==> config.mk <==
export PLATFORM = sky130hd
export DESIGN_NAME = stopwatch_time_counter
export DESIGN_NICKNAME = d
export VERILOG_FILES = /design/src/rtl/stopwatch_time_counter.sv
export SDC_FILE = /design/constraint.sdc
export NUM_CORES = 1
export LEC_CHECK = 0
export ABC_CLOCK_PERIOD_IN_PS = 2050
export BUFFER_PORTS_ARGS = -buffer_cell sky130_fd_sc_hd__buf_4
export CELL_PAD_IN_SITES_DETAIL_PLACEMENT = 0
export CELL_PAD_IN_SITES_GLOBAL_PLACEMENT = 1
export CORE_ASPECT_RATIO = 2
export CORE_MARGIN = 3
export CORE_UTILIZATION = 44
export CTS_CLUSTER_SIZE = 8
export DETAILED_ROUTE_END_ITERATION = 10
export PLACE_DENSITY_LB_ADDON = 0.1
export SYNTH_ARGS = -nofsm -noshare
export SYNTH_HDL_FRONTEND = slang
export SYNTH_SLANG_ARGS = --single-unit
==> constraint.sdc <==
create_clock -name clk -period 2.05 [get_ports clk]
set_input_delay 0.1025 -clock clk [delete_from_list [all_inputs] [get_ports clk]]
set_output_delay 0.1025 -clock clk [all_outputs]
set_load 0.1 [all_outputs]
==> src/rtl/stopwatch_time_counter.sv <==
// Stopwatch timekeeping: one-second prescaler feeding an MM:SS BCD digit chain.
// Optional lap snapshot registers are built only when STOPWATCH_LAP_EN is defined.
module stopwatch_time_counter #(
  parameter int TICK_DIV = 100000000
) (
  input  logic       clk,
  input  logic       rst_n,
  input  logic       enable,
  input  logic       clear,
`ifdef STOPWATCH_LAP_EN
  input  logic       lap,
  output logic [3:0] lap_min_tens,
  output logic [3:0] lap_min_ones,
  output logic [3:0] lap_sec_tens,
  output logic [3:0] lap_sec_ones,
  output logic       lap_valid,
`endif
  output logic [3:0] min_tens,
  output logic [3:0] min_ones,
  output logic [3:0] sec_tens,
  output logic [3:0] sec_ones,
  output logic       tick,
  output logic       rollover
);

  localparam int               PRE_W    = $clog2(TICK_DIV);
  localparam logic [PRE_W-1:0] PRE_LAST = PRE_W'(TICK_DIV - 1);

  function automatic logic [3:0] bcd_next(input logic [3:0] d, input logic [3:0] last);
    return (d == last) ? 4'd0 : d + 4'd1;
  endfunction

  logic [PRE_W-1:0] pre_q, pre_d;
  logic [3:0]       sec_ones_q, sec_ones_d;
  logic [3:0]       sec_tens_q, sec_tens_d;
  logic [3:0]       min_ones_q, min_ones_d;
  logic [3:0]       min_tens_q, min_tens_d;
  logic             tick_q, tick_d;
  logic             rollover_q, rollover_d;
  logic             sec_elapsed;
  logic             so_carry, st_carry, mo_carry, mt_carry;

  always_comb begin
    sec_elapsed = enable && (pre_q == PRE_LAST);
    so_carry    = sec_elapsed && (sec_ones_q == 4'd9);
    st_carry    = so_carry && (sec_tens_q == 4'd5);
    mo_carry    = st_carry && (min_ones_q == 4'd9);
    mt_carry    = mo_carry && (min_tens_q == 4'd9);

    pre_d = pre_q;
    if (enable) pre_d = sec_elapsed ? '0 : pre_q + 1'b1;

    sec_ones_d = sec_elapsed ? bcd_next(sec_ones_q, 4'd9) : sec_ones_q;
    sec_tens_d = so_carry    ? bcd_next(sec_tens_q, 4'd5) : sec_tens_q;
    min_ones_d = st_carry    ? bcd_next(min_ones_q, 4'd9) : min_ones_q;
    min_tens_d = mo_carry    ? bcd_next(min_tens_q, 4'd9) : min_tens_q;
    tick_d     = sec_elapsed;
    rollover_d = mt_carry;

    // Clear overrides the count regardless of enable
    if (clear) begin
      pre_d      = '0;
      sec_ones_d = 4'd0;
      sec_tens_d = 4'd0;
      min_ones_d = 4'd0;
      min_tens_d = 4'd0;
      tick_d     = 1'b0;
      rollover_d = 1'b0;
    end
  end

  always_ff @(posedge clk) begin
    if (!rst_n) begin
      pre_q      <= '0;
      sec_ones_q <= 4'd0;
      sec_tens_q <= 4'd0;
      min_ones_q <= 4'd0;
      min_tens_q <= 4'd0;
      tick_q     <= 1'b0;
      rollover_q <= 1'b0;
    end else begin
      pre_q      <= pre_d;
      sec_ones_q <= sec_ones_d;
      sec_tens_q <= sec_tens_d;
      min_ones_q <= min_ones_d;
      min_tens_q <= min_tens_d;
      tick_q     <= tick_d;
      rollover_q <= rollover_d;
    end
  end

  assign sec_ones = sec_ones_q;
  assign sec_tens = sec_tens_q;
  assign min_ones = min_ones_q;
  assign min_tens = min_tens_q;
  assign tick     = tick_q;
  assign rollover = rollover_q;

`ifdef STOPWATCH_LAP_EN
  // Snapshot holds {min_tens, min_ones, sec_tens, sec_ones} as currently displayed
  logic [15:0] lap_time_q, lap_time_d;
  logic        lap_valid_q, lap_valid_d;

  always_comb begin
    lap_time_d  = lap_time_q;
    lap_valid_d = lap_valid_q;
    if (clear) begin
      lap_time_d  = 16'd0;
      lap_valid_d = 1'b0;
    end else if (lap) begin
      lap_time_d  = {min_tens_q, min_ones_q, sec_tens_q, sec_ones_q};
      lap_valid_d = 1'b1;
    end
  end

  always_ff @(posedge clk) begin
    if (!rst_n) begin
      lap_time_q  <= 16'd0;
      lap_valid_q <= 1'b0;
    end else begin
      lap_time_q  <= lap_time_d;
      lap_valid_q <= lap_valid_d;
    end
  end

  assign lap_min_tens = lap_time_q[15:12];
  assign lap_min_ones = lap_time_q[11:8];
  assign lap_sec_tens = lap_time_q[7:4];
  assign lap_sec_ones = lap_time_q[3:0];
  assign lap_valid    = lap_valid_q;
`endif

endmodule
---- Yosys cells after proc, flatten, opt, wreduce, memory -nomap -nowiden ----
Cells that the tools add are included.
storage, ports and cells
  flip-flop bits (word level) ............. 45
  latch bits .............................. 0
  memory bits (writable) .................. 0
  ROM bits ................................ 0
  output and inout bits ................... 18
  logic and storage cells ................. 29
  memories ................................ 0
operators by class
  add/sub/neg operators ................... 5
  $mul .................................... 0
  div/mod/pow operators ................... 0
  $lt $le $gt $ge ......................... 0
  equality and inequality tests ........... 5
  shift-type cells ........................ 0
  multiplexer cells ....................... 5
  bitwise operators ....................... 1
  reduce and logical (&&, ||, !) cells .... 6
operator list
  cell                     number
  $add A27 B1 Y27 const B  1
  $eq A27 B27 Y1 const B   1
  $mux W27                 1
  $add A4 B1 Y4 const B    4
  $mux W4                  4
  $eq A4 B4 Y1 const B     3
  $logic_and A1 B1 Y1      5
  $eq A4 B3 Y1 const B     1
  $reduce_or A2 Y1         1
  $not A1 Y1               1

---- Depth between registers and ports, before layout ----
  depth after elaboration ................. 6
  gate-level depth with buffers ........... 7
  gate-level depth less buffers ........... 6

---- Worst setup path after synthesis ----
OpenSTA, ideal clock, no wires.
  path kind ............................... reg2reg
  from .................................... register sec_ones_q[3] (netlist: sec_ones[3])
  to ...................................... register min_ones_q[1] (netlist: min_ones[1])
  setup time .............................. 0.070 ns
  arrival ................................. 2.290 ns
  data required time ...................... 1.980 ns
  path slack .............................. -0.310 ns
  stages on the path, launching flop included .. 6
  path buffers ............................ 0
  path through ............................ dfxtp_1 nor4bb_1 and4_1 nand4_1 or3_1 a21oi_1
between the ends
  cells in the longest elaborated chain, start to end .. 3
RTL lines
  what                    line  text
  start, declared         34    logic [3:0] sec_ones_q, sec_ones_d;
  start signal, assigned  83    sec_ones_q <= sec_ones_d;
  $eq A4 B4 Y1            45    so_carry = sec_elapsed && (sec_ones_q == 4'd9);
  $logic_and A1 B1 Y1     45
  $logic_and A1 B1 Y1     46    st_carry = so_carry && (sec_tens_q == 4'd5);
  end signal, assigned    85    min_ones_q <= min_ones_d;
  end, declared           36    logic [3:0] min_ones_q, min_ones_d;
Every way passes these cells.
A chain may end at the register's enable or synchronous reset.

---- Worst setup path in the final report ----
  from .................................... register pre_q[0]
  to ...................................... register sec_tens_q[2] (netlist: sec_tens[2])
between the ends
  cells in the longest elaborated chain, start to end .. 3
RTL lines
  what                    line  text
  start, declared         33    logic [PRE_W-1:0] pre_q, pre_d;
  start signal, assigned  82    pre_q <= pre_d;
  $eq A27 B27 Y1          44    sec_elapsed = enable && (pre_q == PRE_LAST);
  $logic_and A1 B1 Y1     44
  $logic_and A1 B1 Y1     45
  end signal, assigned    84    sec_tens_q <= sec_tens_d;
  end, declared           35    logic [3:0] sec_tens_q, sec_tens_d;
Every way passes these cells.

==> impl_metrics.prom <==
# TYPE chip_impl_metric gauge
chip_impl_metric{name="setup_violations",unit=""} 0
chip_impl_metric{name="power_leakage",unit="nW"} 0.8746
chip_impl_metric{name="grt_max_degree",unit=""} 26
chip_impl_metric{name="power.density",unit="mW/mm²"} 590.4
chip_impl_metric{name="clock_latency",unit="ns"} 0.29
chip_impl_metric{name="std_cell_rows",unit=""} 35
chip_impl_info{name="setup.worst_path.start_class",value="flop"} 1
chip_impl_info{name="status",value="completed"} 1
chip_impl_metric{name="route.detailed.drc",unit=""} 0
chip_impl_metric{name="timing.setup.tns",unit="ns"} 0
chip_impl_metric{name="route.vias.total",unit=""} 1864
chip_impl_info{name="worst_setup_path_startpoint",value="pre_q[0]"} 1
chip_impl_metric{name="track_usage",unit=""} 0.1803
chip_impl_metric{name="max_slew_headroom",unit=""} 0.6617
chip_impl_metric{name="max-cap-violations",unit=""} 0
chip_impl_metric{name="synth_area_per_inst",unit="µm²"} 8.654
chip_impl_info{name="worstSetupEndpointType",value="flop"} 1
chip_impl_metric{name="postSynthRegisterBits",unit=""} 45
chip_impl_metric{name="syn-cell-area",unit="mm²"} 0.002181
chip_impl_metric{name="floorplan.initialDensity",unit=""} 0.4654
chip_impl_metric{name="critical_path_required",unit="ns"} 2.24
chip_impl_info{name="root_buffer",value="sky130_fd_sc_hd__clkbuf_8"} 1
chip_impl_metric{name="drt-wirelength-per-cell",unit="µm"} 14.09
chip_impl_metric{name="final_net_count",unit=""} 291
chip_impl_metric{name="clk_path_buf_depth",unit=""} 2
chip_impl_metric{name="design_power_total",unit="W"} 0.001552
chip_impl_metric{name="synth_warnings",unit=""} 0
chip_impl_metric{name="grt_pass1_wl",unit="µm"} 8590
chip_impl_metric{name="worst_pin_slew",unit="ns"} 0.5074
chip_impl_metric{name="syn2layout_area_growth",unit="%"} 20.54
chip_impl_metric{name="maximum_resistive_drop_on_vdd",unit="mV"} 0.3950
chip_impl_metric{name="grt_overflow_total",unit=""} 0
chip_impl_metric{name="synth_seq_area_share",unit=""} 0.4131
chip_impl_metric{name="synth.distinct_cells",unit=""} 39
chip_impl_metric{name="core_area",unit="mm²"} 0.004686
chip_impl_metric{name="placed_wire_length_estimate_after_detailed_placement",unit="µm"} 3645
chip_impl_metric{name="first_pass_iters",unit=""} 4
chip_impl_metric{name="final_period_minus_worst_setup_slack",unit="ns"} 1.898
chip_impl_info{name="worst_hold_class",value="input port to flop"} 1
chip_impl_info{name="path_class",value="flop to flop"} 1
chip_impl_metric{name="cp_data_arrival_time",unit="ns"} 2.09
chip_impl_metric{name="drt-total-wl",unit="µm"} 4805
chip_impl_metric{name="cts.reportedPaths.clkPinSlew",unit="ns"} 0.08
chip_impl_info{name="synth_ff_type",value="sky130_fd_sc_hd__dfxtp_1"} 1
chip_impl_metric{name="io_buffers",unit=""} 21
chip_impl_metric{name="fp.dieArea",unit="mm²"} 0.005888
chip_impl_metric{name="die_w",unit="µm"} 55.78
chip_impl_metric{name="avgViaCountPerCell",unit=""} 5.466
chip_impl_metric{name="top_level_ports",unit=""} 22
chip_impl_metric{name="finalWeightedCongestion",unit=""} 0.7627
chip_impl_metric{name="netlist_instances",unit=""} 252
chip_impl_info{name="timing.hold.worst.start",value="enable"} 1
chip_impl_info{name="crit-reg2reg-launch",value="pre_q[0]"} 1
chip_impl_metric{name="grt_pass1_vias",unit=""} 1891
chip_impl_metric{name="antenna_found_initial",unit=""} 0
chip_impl_metric{name="final.hold.worst_slack",unit="ns"} 0.1103
chip_impl_metric{name="synth_enable_flop_cells",unit=""} 0
chip_impl_metric{name="critical_path.max_fanout",unit=""} 7
chip_impl_metric{name="synth.net_count",unit=""} 257
chip_impl_metric{name="slew_violations",unit=""} 0
chip_impl_metric{name="drt_initial_violations",unit=""} 27
chip_impl_metric{name="cts_buffers",unit=""} 5
chip_impl_metric{name="timing.final.crit_share",unit=""} 0.9256
chip_impl_metric{name="clock_skew",unit="ns"} 0.007600
chip_impl_metric{name="timing.final.hold_violations",unit=""} 0
chip_impl_metric{name="max_freq",unit="MHz"} 527.0
chip_impl_metric{name="num_antenna_cells",unit=""} 0
chip_impl_info{name="tritoncts",value="built"} 1
chip_impl_metric{name="cts_hold_buffers",unit=""} 0
chip_impl_metric{name="count_of_h_tree_levels_built_during_cts",unit=""} 2
chip_impl_metric{name="final_layout_size_suffix_gt1_frac",unit=""} 0.2168
chip_impl_metric{name="number_of_sinks_handled_by_clock_tree_synthesis",unit=""} 45
chip_impl_info{name="setup_repair_after_global_routing_missed_its_margin",value="false"} 1
chip_impl_metric{name="post_synth_arst_share",unit=""} 0
chip_impl_metric{name="ant_nets",unit=""} 0
chip_impl_metric{name="die_y",unit="µm"} 105.6
-- state kept, by name, indices dropped and copies added (netlist names) --
signal and count:
sec_tens 4, sec_ones 4, pre_q 27, rollover 1, min_ones 4, min_tens 4
tick 1
-- where the power goes --
group,internal [W],switching [W]
sequential,0.000874,0.000000988
combinational,0.0000124,0.0000195
clock,0.000354,0.000291
-- area by class of cell --
type | count | area, µm²
flip-flops and latches | 45 | 909.6
repair buffers | 36 | 282.8
well taps | 55 | 68.82
fillers | 471 | 2057
clock buffers | 5 | 68.82
multi-input cells | 191 | 1237
clock inverters | 2 | 35.03
inverters | 7 | 26.28
-- cells in the final DEF (no fill, tap or decap), types with 2 or more instances in the layout --
cell / instances
sky130_fd_sc_hd__and3_1: 3
sky130_fd_sc_hd__nand3_1: 17
sky130_fd_sc_hd__or3_1: 5
sky130_fd_sc_hd__inv_1: 7
sky130_fd_sc_hd__dfxtp_2: 7
sky130_fd_sc_hd__xnor2_1: 19
sky130_fd_sc_hd__nand4_1: 9
sky130_fd_sc_hd__nor4_1: 10
sky130_fd_sc_hd__nand2b_1: 7
sky130_fd_sc_hd__and4bb_2: 2
sky130_fd_sc_hd__and4_1: 7
sky130_fd_sc_hd__o21ai_0: 7
sky130_fd_sc_hd__nor3_1: 7
sky130_fd_sc_hd__clkbuf_8: 5
sky130_fd_sc_hd__nand2_1: 16
sky130_fd_sc_hd__xor2_1: 9
sky130_fd_sc_hd__nor4_2: 2
sky130_fd_sc_hd__buf_4: 35
sky130_fd_sc_hd__mux2i_1: 2
sky130_fd_sc_hd__nor2b_1: 5
sky130_fd_sc_hd__a21oi_1: 12
sky130_fd_sc_hd__nor3_2: 2
sky130_fd_sc_hd__dfxtp_1: 38
sky130_fd_sc_hd__nor2_1: 32
sky130_fd_sc_hd__nand3b_1: 3
-- logic make-up after synthesis --
kind of cell / after synthesis / synth area share
and+or+nand+nor: 136 / 0.3672
DFF: 45 / 0.4131
xor gates and xnor gates: 28 / 0.1125
AOI/OAI and AO/OA: 24 / 0.06082
buffers and inverters: 16 / 0.03155
muxes: 2 / 0.009180
adders and majority gates: 1 / 0.005736
-- through the flow --
stage               setup slack (ns)  area [µm²]  cells  utilization
finish                        0.1524        2629    341       0.5610
global route                0.003718        2629    341       0.5610
CTS                          0.02907        2595    340       0.5538
detailed placement           0.04962        2491    333       0.5316
global placement             0.09558        2491    333       0.5316
floorplan                    0.01652        2190    252            -
-- synth_stat cells, types with 3 or more instances --
| cell | instances | area (µm²) |
|---|---|---|
| sky130_fd_sc_hd__a21oi_1 | 12 | 60.06 |
| sky130_fd_sc_hd__and3_1 | 3 | 18.77 |
| sky130_fd_sc_hd__and4_1 | 7 | 61.31 |
| sky130_fd_sc_hd__buf_2 | 7 | 35.03 |
| sky130_fd_sc_hd__dfxtp_1 | 45 | 900.9 |
| sky130_fd_sc_hd__inv_1 | 7 | 26.28 |
| sky130_fd_sc_hd__nand2_1 | 16 | 60.06 |
| sky130_fd_sc_hd__nand2b_1 | 7 | 43.79 |
| sky130_fd_sc_hd__nand3_1 | 17 | 85.08 |
| sky130_fd_sc_hd__nand3b_1 | 3 | 22.52 |
| sky130_fd_sc_hd__nand4_1 | 9 | 56.30 |
| sky130_fd_sc_hd__nor2_1 | 32 | 120.1 |
| sky130_fd_sc_hd__nor2b_1 | 5 | 31.28 |
| sky130_fd_sc_hd__nor3_1 | 8 | 40.04 |
| sky130_fd_sc_hd__nor4_1 | 12 | 75.07 |
| sky130_fd_sc_hd__o21ai_0 | 7 | 35.03 |
| sky130_fd_sc_hd__or3_1 | 5 | 31.28 |
| sky130_fd_sc_hd__xnor2_1 | 19 | 166.4 |
| sky130_fd_sc_hd__xor2_1 | 9 | 78.83 |
-- worst paths after layout --
| kind | cells after the start | slack (ns) | endpoint |
|---|---|---|---|
| setup / recovery | 6 | 0.15 | sec_tens[2] |
| hold / removal | 3 | 0.11 | pre_q[1] |
| hold reg to reg | 1 | 0.49 | rollover |
| setup reg to reg | 6 | 0.15 | sec_tens[2] |
-- worst max-delay path: stages (launching register included) --
cell and delay [ns]:
sky130_fd_sc_hd__dfxtp_1 0.37, sky130_fd_sc_hd__ha_1 0.19, sky130_fd_sc_hd__nand3_1 0.13, sky130_fd_sc_hd__or3b_4 0.48
sky130_fd_sc_hd__nor3_2 0.31, sky130_fd_sc_hd__nand3_1 0.12, sky130_fd_sc_hd__and3_1 0.18
-- per-layer routing --
layer  GRT usage  wire (µm)  part of all wire  vias up
met3     0.02941         98             0.020        5
met2      0.3466       2757              0.57       15
met4     0.05913         58             0.012        0
li1            -          -                 -      961
met1      0.1922       1890              0.39      883
met5           0          0                 0        -
-- what timing repair did --
item	4_1_cts	5_1_grt
setup endpoints to repair	0	9
buffers inserted	0	1
resized for setup	0	5
Note: power is estimated with default switching activity, not from simulation.
